**src/rtl/skid_buffer_pkg.sv**
```systemverilog
// +--------------------------------------------------------------------+
// | skid_buffer_pkg                                                    |
// | Shared state encoding and counter width for the skid buffer.       |
// | Revision: 1.0                                                      |
// +--------------------------------------------------------------------+
`default_nettype none

package skid_buffer_pkg;

    typedef enum logic [1:0] {
        EMPTY = 2'd0,
        FULL  = 2'd1,
        SKID  = 2'd2
    } state_t;

    localparam int COUNT_WIDTH = 32;

endpackage : skid_buffer_pkg

`default_nettype wire

```
**src/rtl/xfer_counter.sv**
```systemverilog
// +--------------------------------------------------------------------+
// | xfer_counter                                                       |
// | Free-running wrap-around event counter with asynchronous reset.    |
// | Revision: 1.0                                                      |
// +--------------------------------------------------------------------+
`default_nettype none

module xfer_counter
    import skid_buffer_pkg::*;
#(
    parameter int WIDTH = COUNT_WIDTH
) (
    input  logic             clk,
    input  logic             rst,
    input  logic             inc,
    output logic [WIDTH-1:0] count
);

    logic [WIDTH-1:0] r_count;

    // Natural modulo-2^WIDTH wrap on overflow.
    always_ff @(posedge clk or posedge rst) begin
        if (rst) begin
            r_count <= '0;
        end else if (inc) begin
            r_count <= r_count + WIDTH'(1);
        end
    end

    assign count = r_count;

endmodule : xfer_counter

`default_nettype wire

```
**src/rtl/skid_buffer.sv**
```systemverilog
// +--------------------------------------------------------------------+
// | skid_buffer                                                        |
// | Two-entry valid/ready register slice with fully registered         |
// | outputs. Optional transfer counter: define SKID_BUFFER_STATS_EN.   |
// | Revision: 1.0                                                      |
// +--------------------------------------------------------------------+
`default_nettype none

module skid_buffer
    import skid_buffer_pkg::*;
#(
    parameter int WIDTH = 8
) (
    input  logic                   clk,
    input  logic                   rst,
    input  logic                   in_valid,
    output logic                   in_ready,
    input  logic [WIDTH-1:0]       in_data,
    output logic                   out_valid,
    input  logic                   out_ready,
    output logic [WIDTH-1:0]       out_data
`ifdef SKID_BUFFER_STATS_EN
    ,
    output logic [COUNT_WIDTH-1:0] xfer_count
`endif
);

    state_t           r_state;
    logic [WIDTH-1:0] r_main;
    logic [WIDTH-1:0] r_skid;
    logic             r_out_valid;
    logic             r_in_ready;
    logic             w_in_xfer;
    logic             w_out_xfer;

    assign w_in_xfer  = in_valid  & r_in_ready;
    assign w_out_xfer = r_out_valid & out_ready;

    // Handshake flags are kept as registers alongside the state so that
    // in_ready never depends combinationally on out_ready.
    always_ff @(posedge clk or posedge rst) begin
        if (rst) begin
            r_state     <= EMPTY;
            r_main      <= '0;
            r_skid      <= '0;
            r_out_valid <= 1'b0;
            r_in_ready  <= 1'b1;
        end else begin
            case (r_state)
                EMPTY: begin
                    if (w_in_xfer) begin
                        r_main      <= in_data;
                        r_state     <= FULL;
                        r_out_valid <= 1'b1;
                    end
                end
                FULL: begin
                    case ({w_in_xfer, w_out_xfer})
                        2'b11: begin
                            r_main <= in_data;
                        end
                        2'b01: begin
                            r_state     <= EMPTY;
                            r_out_valid <= 1'b0;
                        end
                        2'b10: begin
                            r_skid     <= in_data;
                            r_state    <= SKID;
                            r_in_ready <= 1'b0;
                        end
                        default: begin
                        end
                    endcase
                end
                SKID: begin
                    if (w_out_xfer) begin
                        r_main     <= r_skid;
                        r_state    <= FULL;
                        r_in_ready <= 1'b1;
                    end
                end
                default: begin
                    r_state     <= EMPTY;
                    r_out_valid <= 1'b0;
                    r_in_ready  <= 1'b1;
                end
            endcase
        end
    end

    assign out_valid = r_out_valid;
    assign in_ready  = r_in_ready;
    assign out_data  = r_main;

`ifdef SKID_BUFFER_STATS_EN
    xfer_counter #(
        .WIDTH (COUNT_WIDTH)
    ) u_xfer_counter (
        .clk   (clk),
        .rst   (rst),
        .inc   (w_out_xfer),
        .count (xfer_count)
    );
`endif

endmodule : skid_buffer

`default_nettype wire

```
**config.mk**
```make
export PLATFORM = sky130hd
export DESIGN_NAME = skid_buffer
export DESIGN_NICKNAME = d
export VERILOG_FILES = /design/src/rtl/skid_buffer_pkg.sv /design/src/rtl/xfer_counter.sv /design/src/rtl/skid_buffer.sv
export SDC_FILE = /design/constraint.sdc
export NUM_CORES = 1
export LEC_CHECK = 0
export ABC_CLOCK_PERIOD_IN_PS = 4700
export BUFFER_PORTS_ARGS = -buffer_cell sky130_fd_sc_hd__buf_2
export CORE_MARGIN = 8
export CORE_UTILIZATION = 55
export CTS_CLUSTER_SIZE = 30
export DETAILED_ROUTE_END_ITERATION = 10
export PLACE_DENSITY = 0.87
export SYNTH_ARGS = -nofsm -noshare
export SYNTH_HDL_FRONTEND = slang
export SYNTH_SLANG_ARGS = --single-unit
```
**constraint.sdc**
```tcl
create_clock -name clk -period 4.7 [get_ports clk]
set_input_delay 0.235 -clock clk [delete_from_list [all_inputs] [get_ports clk]]
set_output_delay 0.235 -clock clk [all_outputs]
set_load 0.05 [all_outputs]
```
==> results.tsv <==
metric	value	unit
status	finished, final reports clean	
Non-Filler Instances	108	
Least-Margin Pin Slew	732	ps
Hold WS	31.7	ps
Fin Setup TNS	0	ps
n_diodes	0	
Worst Path Required	4890	ps
critical path class	reg -> reg	
Syn Inst Count	68	
Starting Density	0.561	
largest net degree at the start of global routing	21	
Power, Total	266	µW
port bufs	21	
Global Route Usage Sum	0.101	
CP Capture Type	flop	
Worst-Skew Late Latency	310	ps
Cell Rows	15	
CTS root buf	clkbuf_4	
final slew viol count	0	
hold buffer count at cts	0	
crit path max fanout	10	
FMAX	591	MHz
Reg-to-Reg End	out_data[2]	
sequential fraction of the synthesis area	0.541	
Starting DRT DRC Count	10	
DRC viols	0	
max-cap viol count	0	
synthesized area	927	µm²
fin util	0.640	
Layout Nets	104	
die height	57.1	µm
Final HPWL DP	1210	µm
maximum VDD drop	164	µV
Leakage Power	0.000570	µW
CTS HTree Levels	1	
first-pass GRT wire length	2680	µm
sw frac	0.215	
WL per Instance	15.0	µm
RSZ-0062 raised after global routing	false	
worst min path class	in -> async	
via count	600	
full die area	3260	µm²
number of synthesis warnings	0	
PwrDens	251	nW/µm²
Synth Register Bits	20	
Final period util	0.360	
Placed Cells	104	
min Tclk post-route	1690	ps
cts repair resizes	0	
CP Data Arrival Time	1880	ps
Internal	209	µW
Clock Tree Buf Depth	2	
CTS tree	done	
final hold violations	0	
number of global-route vias before repair	650	
post-route ant nets	0	
Comb pwr share	0.033	
startpoint types	flop	
drt pass-1 iters	3	
Overflow after GRT	0	
post-synthesis cell type count	19	
reg2reg start	r_state[0]	
core box area	1650	µm²
Total Wirelength	1620	µm
switching power	57.0	µW
Worst Reg2Reg Path Length in Cells	4	
fill count	143	
Post-Syn Area per Cell	13.6	µm²
Final Skew	9.21	ps
Net Count, Synth	80	
setup bufs post-CTS	0	
area grow syn2layout	14.0	%
Worst R2R Setup Slack	3010	ps
CTS Buf Count	3	
normalized max-slew margin	0.512	
antenna violations before repair	0	
ratio of cells with drive above 1 in the final layout	0.582	
Boundary Pins	22	
Die X	57.1	µm
sequential power share	0.648	
clk sink count	20	
clock-pin slew on the worst setup and hold paths	110	ps
vias per inst	5.56	
clock power share	0.320	
GP Congestion	0.707	
Final setup viols	0	
worst max-delay path by stage:
| stage | startpoint | end | slack, ps | cells past startpoint |
|---|---|---|---|---|
| after detailed placement | r_state[0] | out_data[1] | 2990 | 4 |
| final | r_state[0] | out_data[2] | 3010 | 4 |
| after global placement | r_state[0] | out_data[2] | 3070 | 4 |
| after global routing | r_state[0] | out_data[2] | 2910 | 4 |
| after CTS | r_state[0] | out_data[1] | 2980 | 4 |
| after floorplan | in_ready | r_skid[0] | 3040 | 4 |
cells in the mapped netlist:
master     count  share of area
a21oi_1        1         0.0054
a21oi_4        1          0.018
buf_6          2          0.024
dfrtp_1       19           0.51
dfstp_2        1          0.028
inv_1          2         0.0081
mux2_2        24           0.29
nand2_1        4          0.016
nand2b_2       1         0.0094
nand3_1        1         0.0054
nand3_2        1          0.011
nand3b_1       1         0.0081
nor2_1         3          0.012
nor3_1         1         0.0054
o21a_1         1         0.0081
o21ai_0        2          0.011
o21ai_2        1         0.0094
o22ai_1        1         0.0068
o2bb2ai_1      1         0.0094
metrics by stage:
| step | instance area (µm²) | worst slack [ps] |
|---|---|---|
| after global routing | 1060 | 2910 |
| after detailed placement | 1030 | 2990 |
| after CTS | 1060 | 2980 |
| after floorplan | 927 | 3040 |
| after global placement | 1030 | 3070 |
| final | 1060 | 3010 |
area by class of cell:
type                            count  area, µm²  area share
Clock buffer                        4       26.3      0.0249
Inverter                            2       7.51     0.00710
Multi-Input combinational cell     44        395       0.374
Sequential cell                    20        502       0.475
Tap cell                           17       21.3      0.0201
Timing Repair Buffer               21        105      0.0994
flip-flops by register name, indices dropped and copies added, names as in the netlist:
signal	flops
in_ready	1
out_data	8
out_valid	1
r_skid	8
r_state	2
logic make-up (layout without fill, tap and decap cells):
family | count (synthesis) | count (layout) | synth area share
compound gates | 8 | 8 | 0.0675
buf+inv | 4 | 27 | 0.0324
flops | 20 | 20 | 0.541
mux | 24 | 24 | 0.291
simple gates | 12 | 12 | 0.0675
power by group through the flow:
stage | clock network [µW] | registers [µW] | logic [µW]
6_report | 84.9 | 172 | 8.69
5_1_grt | 93.4 | 172 | 9.98
4_1_cts | 86.1 | 172 | 9.05
3_5_place_dp | 0 | 175 | 9.03
3_3_place_gp | 0 | 175 | 8.79
2_1_floorplan | 0 | 175 | 2.87
critical path: stages, from the launching register on:
cell and delay, ps:
dfrtp_1 470, nand2b_2 320, o21ai_2 140, a21oi_4 290
mux2_2 370
placed cells by master (no fill, tap or decap):
master	instances
nand3b_1	1
dfrtp_1	19
inv_1	2
nand2_1	4
clkbuf_4	3
nand2b_2	1
a21oi_4	1
nand3_2	1
a21oi_1	1
nor3_1	1
o21ai_2	1
buf_2	21
o21a_1	1
o22ai_1	1
dfstp_2	1
nor2_1	3
o21ai_0	2
clkbuf_1	1
o2bb2ai_1	1
nand3_1	1
mux2_2	24
per-layer routing:
layer | track usage | vias to the layer above | routed length [µm]
met5 | 0 | - | 0
met2 | 0.169 | 12 | 805
met1 | 0.104 | 293 | 697
met3 | 0.0355 | 3 | 83
met4 | 0.0604 | 0 | 30
li1 | - | 292 | -
Power figures use the tool's default switching activity.
